==> src/rtl/motor_step_generator.sv <==
// Per-axis STEP/DIR pulse generator: turns an APB-commanded count/direction/period
// into driver pulses and reports remaining count and latched direction back.
module motor_step_generator #(
  parameter int CNT_W            = 32,
  parameter int PER_W            = 16,
  parameter int STEP_HIGH_CYCLES = 4,
  parameter int DIR_SETUP_CYCLES = 8
) (
  input  logic             PCLK,
  input  logic             PRESET,
  input  logic             load,
  input  logic [CNT_W-1:0] count_cmd,
  input  logic             dir_cmd,
  input  logic [PER_W-1:0] period_cmd,
  input  logic             abort,
  output logic [CNT_W-1:0] count_out,
  output logic             dir_out,
  output logic             step,
  output logic             dir_pin,
  output logic             busy,
  output logic             done
);

  // Timer must hold the widest of: any period, the clamped period, the setup delay.
  localparam int TW0 = (PER_W > $clog2(STEP_HIGH_CYCLES + 2)) ? PER_W : $clog2(STEP_HIGH_CYCLES + 2);
  localparam int TW  = (TW0 > $clog2(DIR_SETUP_CYCLES + 1)) ? TW0 : $clog2(DIR_SETUP_CYCLES + 1);

  localparam logic [TW-1:0] ONE  = TW'(1);
  localparam logic [TW-1:0] SH_T = TW'(STEP_HIGH_CYCLES);
  localparam logic [TW-1:0] DS_T = TW'(DIR_SETUP_CYCLES);

  typedef enum logic [1:0] {IDLE, SETUP, HIGH, LOW} state_t;

  state_t           state;
  logic [TW-1:0]    tmr;
  logic [TW-1:0]    per_q;
  logic [CNT_W-1:0] pend_cnt;
  logic             pend_dir;
  logic [TW-1:0]    pend_per;
  logic             pend_vld;
  logic             abort_pend;

  function automatic logic [TW-1:0] clamp_per(input logic [PER_W-1:0] p);
    logic [TW-1:0] pw;
    pw = TW'(p);
    return (pw > SH_T) ? pw : SH_T + ONE;
  endfunction

  logic             tmr_last;
  logic             h_abort;
  logic             h_take;
  logic             h_vld;
  logic [CNT_W-1:0] h_cnt;
  logic             h_dir;
  logic [TW-1:0]    h_per;
  logic [TW-1:0]    cmd_per;

  // Command seen at the end of a high phase: a load in the final cycle still counts.
  assign tmr_last = (tmr == '0);
  assign cmd_per  = clamp_per(period_cmd);
  assign h_abort  = abort | abort_pend;
  assign h_take   = load & ~h_abort;
  assign h_vld    = ~h_abort & (load | pend_vld);
  assign h_cnt    = h_take ? count_cmd : pend_cnt;
  assign h_dir    = h_take ? dir_cmd   : pend_dir;
  assign h_per    = h_take ? cmd_per   : pend_per;

  always_ff @(posedge PCLK or posedge PRESET) begin
    if (PRESET) begin
      state      <= IDLE;
      tmr        <= '0;
      per_q      <= '0;
      pend_cnt   <= '0;
      pend_dir   <= 1'b0;
      pend_per   <= '0;
      pend_vld   <= 1'b0;
      abort_pend <= 1'b0;
      count_out  <= '0;
      dir_out    <= 1'b0;
      step       <= 1'b0;
      dir_pin    <= 1'b0;
      busy       <= 1'b0;
      done       <= 1'b0;
    end else begin
      done <= 1'b0;
      case (state)
        HIGH: begin
          if (abort) abort_pend <= 1'b1;
          if (h_take) begin
            pend_cnt <= count_cmd;
            pend_dir <= dir_cmd;
            pend_per <= cmd_per;
            pend_vld <= 1'b1;
          end
          if (tmr_last) begin
            step       <= 1'b0;
            abort_pend <= 1'b0;
            pend_vld   <= 1'b0;
            if (h_vld) begin
              // Pending command replaces the decrement of this step.
              count_out <= h_cnt;
              dir_out   <= h_dir;
              per_q     <= h_per;
              if (h_cnt == '0) begin
                state <= IDLE;
                busy  <= 1'b0;
              end else if (h_dir != dir_pin) begin
                dir_pin <= h_dir;
                state   <= SETUP;
                tmr     <= DS_T - ONE;
              end else begin
                state <= LOW;
                tmr   <= h_per - SH_T - ONE;
              end
            end else begin
              if (count_out != '0) count_out <= count_out - CNT_W'(1);
              if (count_out <= CNT_W'(1)) begin
                state <= IDLE;
                busy  <= 1'b0;
                done  <= (count_out == CNT_W'(1));
              end else if (h_abort) begin
                state <= IDLE;
                busy  <= 1'b0;
              end else begin
                state <= LOW;
                tmr   <= per_q - SH_T - ONE;
              end
            end
          end else begin
            tmr <= tmr - ONE;
          end
        end
        default: begin
          if (abort) begin
            state <= IDLE;
            busy  <= 1'b0;
            step  <= 1'b0;
          end else if (load) begin
            count_out <= count_cmd;
            dir_out   <= dir_cmd;
            per_q     <= cmd_per;
            if (count_cmd == '0) begin
              state <= IDLE;
              busy  <= 1'b0;
            end else if (dir_cmd != dir_pin) begin
              dir_pin <= dir_cmd;
              state   <= SETUP;
              busy    <= 1'b1;
              tmr     <= DS_T - ONE;
            end else begin
              state <= HIGH;
              step  <= 1'b1;
              busy  <= 1'b1;
              tmr   <= SH_T - ONE;
            end
          end else if (state != IDLE) begin
            if (tmr_last) begin
              state <= HIGH;
              step  <= 1'b1;
              tmr   <= SH_T - ONE;
            end else begin
              tmr <= tmr - ONE;
            end
          end
        end
      endcase
    end
  end

endmodule

==> config.mk <==
export PLATFORM = sky130hd
export DESIGN_NAME = motor_step_generator
export DESIGN_NICKNAME = d
export VERILOG_FILES = /design/src/rtl/motor_step_generator.sv
export SDC_FILE = /design/constraint.sdc
export NUM_CORES = 1
export LEC_CHECK = 0
export CAP_MARGIN = 40
export CORE_AREA = 2 2 134 188
export DETAILED_ROUTE_END_ITERATION = 12
export DIE_AREA = 0 0 136 190
export RECOVER_POWER = 100
export SLEW_MARGIN = 0
export SYNTH_ARGS = -nofsm -noshare
export SYNTH_HDL_FRONTEND = slang
export SYNTH_SLANG_ARGS = --single-unit
export TNS_END_PERCENT = 1
==> constraint.sdc <==
create_clock -name PCLK -period 7.2 [get_ports PCLK]
set_input_delay 1.44 -clock PCLK [delete_from_list [all_inputs] [get_ports PCLK]]
set_output_delay 1.44 -clock PCLK [all_outputs]
set_load 0.02 [all_outputs]
==> flow_summary_export.csv <==
group,metric,value,unit
outcome,outcome,"finished with violations",
outcome,violations,"max-capacitance violations, max-slew violations",
logic_synthesis,synth_nets,924,
global_routing,grtUsageTotal,0.195,
sta,layout_worst_path_cycle_share,0.756,
logic_synthesis,predominant_post_synthesis_flop_cell,"sky130_fd_sc_hd__dfrtp_1",
critical_path,timing_worst_setup_path_type,"primary input to flip-flop",
sta,timing.clock.skew,0.00922,ns
floorplan,core_area,24300,µm²
cts,numCtsBuffers,17,
floorplan,floorplan.io_pins,90,
floorplan,die_w,136,µm
logic_synthesis,yosysUniqueCellTypes,64,
min_path,min_from,"step",
min_path,hold_depth,1,
power_and_ir_drop,power.ir.vdd_worst,0.176,mV
placement,dpl.hpwl,17.8,mm
critical_path,crit_path_start_kind,"primary input",
cts,post_cts_resized,0,
placement,placed_cell_area,8840,µm²
sta,clock.fmax,184,MHz
power_and_ir_drop,power,4.12,mW
cts,cts-htree-levels,4,
logic_synthesis,yosys.area.top_type,"sky130_fd_sc_hd__dfrtp_1",
cts,clockRootBuffer,"sky130_fd_sc_hd__clkbuf_16",
logic_synthesis,ys_seq_elements,122,
sta,tns_setup,0,ns
cts,clock_insertion_delay_worst_skew,0.43,ns
critical_path,rr_endpoint,"tmr[8]",
critical_path,timing.critical_path.to_type,"flip-flop",
route,via_per_inst,5.64,
sta,setup_viol,0,
critical_path,critical_path_peak_fanout,30,
route,drc,0,
sta,worstMarginPinSlew,2.70,ns
sta,slew_headroom,-0.799,
floorplan,initial_standard_cell_utilization_of_the_core,0.313,
sta,final_max_slew_viol_count,115,
critical_path,worst-r2r-cell-count,9,
cells_and_area,insertedDiodeCount,0,
critical_path,largest_delay_contributor_family_on_the_critical_path,"buffers and inverters",
logic_synthesis,async_flop_share,1.00,
global_routing,grt_pass1_wl,39.1,mm
critical_path,critical_path.cell_chain,"dlygate4sd3_1 -> or3b_1 -> nand2_1 -> o22ai_1 -> o31ai_4 -> clkbuf_1 -> o21ai_0 -> o21ai_2",
route,first_iter_violations,527,
placement,place.detailed.instances,1239,
cts,cts_num_sinks,122,
critical_path,cp_num_buf_inv,2,
route,route.vias.total,7170,
sta,finalWorstPathRequiredPeriod,5.45,ns
global_routing,total_global_routing_overflow,0,
logic_synthesis,synth_area,7610,µm²
floorplan,die_y,190,µm
logic_synthesis,ranking_of_synthesized_cells_by_area,"sky130_fd_sc_hd__dfrtp_1 (40%), sky130_fd_sc_hd__o21ai_0 (7.0%), sky130_fd_sc_hd__mux2_2 (6.7%)",
power_and_ir_drop,power_density,437,nW/µm²
critical_path,critical_path_slowest_stage_cell,"sky130_fd_sc_hd__clkbuf_1",
route,route.antenna.remaining_nets,0,
floorplan,design.die.area,25800,µm²
route,finalWirelength,24.3,mm
placement,io_buffer_count,89,
cts,postCtsHoldBufs,0,
cells_and_area,postLayoutCellArea,9430,µm²
global_routing,antenna_violations_before_repair,0,
placement,placer_congestion_estimate,0.882,
critical_path,levels_on_crit_path,8,
run,drv.max_cap_violation_count,3,
logic_synthesis,synth-edff-count,0,
critical_path,worst-endpoint-required,7.53,ns
sta,hold_violations,0,
critical_path,crit-reg2reg-launch,"tmr[0]",
min_path,hold_path.class,"flip-flop to flip-flop",
cts,clock_tree_from_tritoncts,"done",
global_routing,grt_max_degree,56,
cells_and_area,finish.net_count,1001,
logic_synthesis,netlist_instances,866,
cts,clock_path_buffers,2,
logic_synthesis,synth_top_area_frac,0.401,
floorplan,fp-row-count,68,
critical_path,reg_to_reg_setup_timing_slack,2.83,ns
critical_path,worst_path_largest_cell_delay,1.24,ns
cells_and_area,number_of_inserted_filler_cells_in_the_final_layout,2519,
cells_and_area,area_growth_syn_to_layout,23.8,%
logic_synthesis,synthesis.yosys.warnings,0,
route,post_drt_wl_per_cell,19.1,µm
global_routing,via_count_of_the_first_global_routing_pass,7284,
cts,worst_setup_hold_path_clk_slew,0.06,ns
sta,grt_setup_unrepaired,"no",
min_path,worstHoldEndpoint,"step",
power_and_ir_drop,leakagePower,3.84,nW
logic_synthesis,avg_inst_size_synth,8.79,µm²
sta,fin_hold_ws,0.503,ns
cells_and_area,drive_gt1_frac,0.118,
critical_path,timing.critical_path.arrival,5.78,ns
route,drtPass1Iterations,5,
cts,post_cts.repair.setup_buffers,0,
logic_synthesis,synth.yosys.seq_area_share,0.401,
cells_and_area,final_cell_count_no_fill,1271,
[worst register-to-register path: cells and delay by family (launching register included)]
kind | cells | cell delay [ns]
buffers and inverters | 2 | 1.33
adder cells (fa/ha/maj) | 1 | 0.22
AO/OA/AOI/OAI | 3 | 0.76
AND/OR/NAND/NOR | 3 | 1.55
flip-flops | 1 | 0.41
[registers in the layout, summed over array words and instances (netlist names)]
signal,cells
per_q,16
dir_out,1
pend_cnt,32
pend_vld,1
step,1
done,1
count_out,32
busy,1
tmr,16
dir_pin,1
pend_per,16
state,2
abort_pend,1
pend_dir,1
[cells by family (layout without fill, tap and decap cells)]
kind of cell | count (synthesis) | after routing | share of synthesized area
adder cells (fa/ha/maj) | 5 | 5 | 0.00822
AND/OR/NAND/NOR | 309 | 309 | 0.199
flip-flops | 122 | 122 | 0.401
AO/OA/AOI/OAI | 270 | 270 | 0.222
multiplexers | 69 | 69 | 0.0981
XOR/XNOR | 30 | 30 | 0.0345
buffers and inverters | 61 | 151 | 0.0370
[cell usage after synthesis (3+ instances only)]
cell	number
sky130_fd_sc_hd__a211oi_1	6
sky130_fd_sc_hd__a21oi_1	51
sky130_fd_sc_hd__a221oi_1	16
sky130_fd_sc_hd__a22oi_1	3
sky130_fd_sc_hd__a31oi_1	7
sky130_fd_sc_hd__and2_1	5
sky130_fd_sc_hd__and3_1	19
sky130_fd_sc_hd__buf_6	6
sky130_fd_sc_hd__clkbuf_1	37
sky130_fd_sc_hd__dfrtp_1	122
sky130_fd_sc_hd__ha_1	5
sky130_fd_sc_hd__inv_1	15
sky130_fd_sc_hd__mux2_2	45
sky130_fd_sc_hd__mux2i_1	24
sky130_fd_sc_hd__nand2_1	76
sky130_fd_sc_hd__nand2b_1	5
sky130_fd_sc_hd__nand3_1	10
sky130_fd_sc_hd__nand4_1	8
sky130_fd_sc_hd__nor2_1	91
sky130_fd_sc_hd__nor2b_1	6
sky130_fd_sc_hd__nor3_1	30
sky130_fd_sc_hd__nor4_1	29
sky130_fd_sc_hd__o211ai_1	3
sky130_fd_sc_hd__o21a_1	3
sky130_fd_sc_hd__o21ai_0	106
sky130_fd_sc_hd__o21ai_2	24
sky130_fd_sc_hd__o22ai_1	18
sky130_fd_sc_hd__o31ai_1	5
sky130_fd_sc_hd__o32ai_1	6
sky130_fd_sc_hd__or3_1	10
sky130_fd_sc_hd__or4_1	4
sky130_fd_sc_hd__xnor2_1	13
sky130_fd_sc_hd__xor2_1	17
[stage by stage]
step | setup slack (ns) | util
finish | 1.75 | 0.387
CTS | 2.80 | 0.390
global placement | 2.28 | 0.361
detailed placement | 2.38 | 0.363
floorplan | 2.52 | -
global route | 1.39 | 0.387
[worst max path at each step]
stage | slack [ns] | from | to
finish | 1.75 | load | tmr[8]
detailed placement | 2.38 | abort | count_out[0]
global route | 1.39 | load | tmr[8]
global placement | 2.28 | abort | count_out[0]
CTS | 2.80 | abort | count_out[0]
floorplan | 2.52 | PRESET | abort_pend
[cells in the final DEF (no fill, tap or decap), types with 6 or more instances in the layout]
| master | n |
|---|---|
| sky130_fd_sc_hd__a211oi_1 | 6 |
| sky130_fd_sc_hd__a21oi_1 | 50 |
| sky130_fd_sc_hd__a221oi_1 | 16 |
| sky130_fd_sc_hd__a31oi_1 | 7 |
| sky130_fd_sc_hd__and3_1 | 19 |
| sky130_fd_sc_hd__buf_4 | 8 |
| sky130_fd_sc_hd__clkbuf_1 | 8 |
| sky130_fd_sc_hd__clkbuf_16 | 17 |
| sky130_fd_sc_hd__clkdlybuf4s50_1 | 47 |
| sky130_fd_sc_hd__dfrtp_1 | 122 |
| sky130_fd_sc_hd__dlygate4sd3_1 | 42 |
| sky130_fd_sc_hd__inv_1 | 14 |
| sky130_fd_sc_hd__mux2_2 | 45 |
| sky130_fd_sc_hd__mux2i_1 | 24 |
| sky130_fd_sc_hd__nand2_1 | 76 |
| sky130_fd_sc_hd__nand3_1 | 10 |
| sky130_fd_sc_hd__nand4_1 | 8 |
| sky130_fd_sc_hd__nor2_1 | 90 |
| sky130_fd_sc_hd__nor2b_1 | 6 |
| sky130_fd_sc_hd__nor3_1 | 30 |
| sky130_fd_sc_hd__nor4_1 | 29 |
| sky130_fd_sc_hd__o21ai_0 | 112 |
| sky130_fd_sc_hd__o21ai_2 | 18 |
| sky130_fd_sc_hd__o22ai_1 | 17 |
| sky130_fd_sc_hd__o32ai_1 | 6 |
| sky130_fd_sc_hd__or3_1 | 10 |
| sky130_fd_sc_hd__xnor2_1 | 13 |
| sky130_fd_sc_hd__xor2_1 | 17 |
[metal layers]
layer / vias up / share of wire / track usage
met5: - / 0 / 0
met4: 0 / 0.042 / 0.0933
met3: 59 / 0.046 / 0.0354
met2: 241 / 0.52 / 0.346
met1: 3495 / 0.39 / 0.223
li1: 3375 / - / -
[area by class of cell]
| cell class | instances | area, µm² | area share |
|---|---|---|---|
| flip-flops and latches | 122 | 3050 | 0.324 |
| clock buffers | 22 | 464 | 0.0492 |
| well taps | 315 | 394 | 0.0418 |
| repair buffers | 104 | 990 | 0.105 |
| clock inverters | 10 | 189 | 0.0200 |
| multi-input cells | 683 | 4280 | 0.454 |
| inverters | 15 | 57.6 | 0.00611 |
[where the power goes]
part / switching (mW) / internal, mW / leakage, nW / total (mW)
sequential: 0.379 / 1.00 / 1.53 / 1.38
combinational: 1.04 / 0.738 / 2.00 / 1.77
clock: 0.326 / 0.634 / 0.315 / 0.960
No activity file was read; power rests on OpenSTA's default activity.
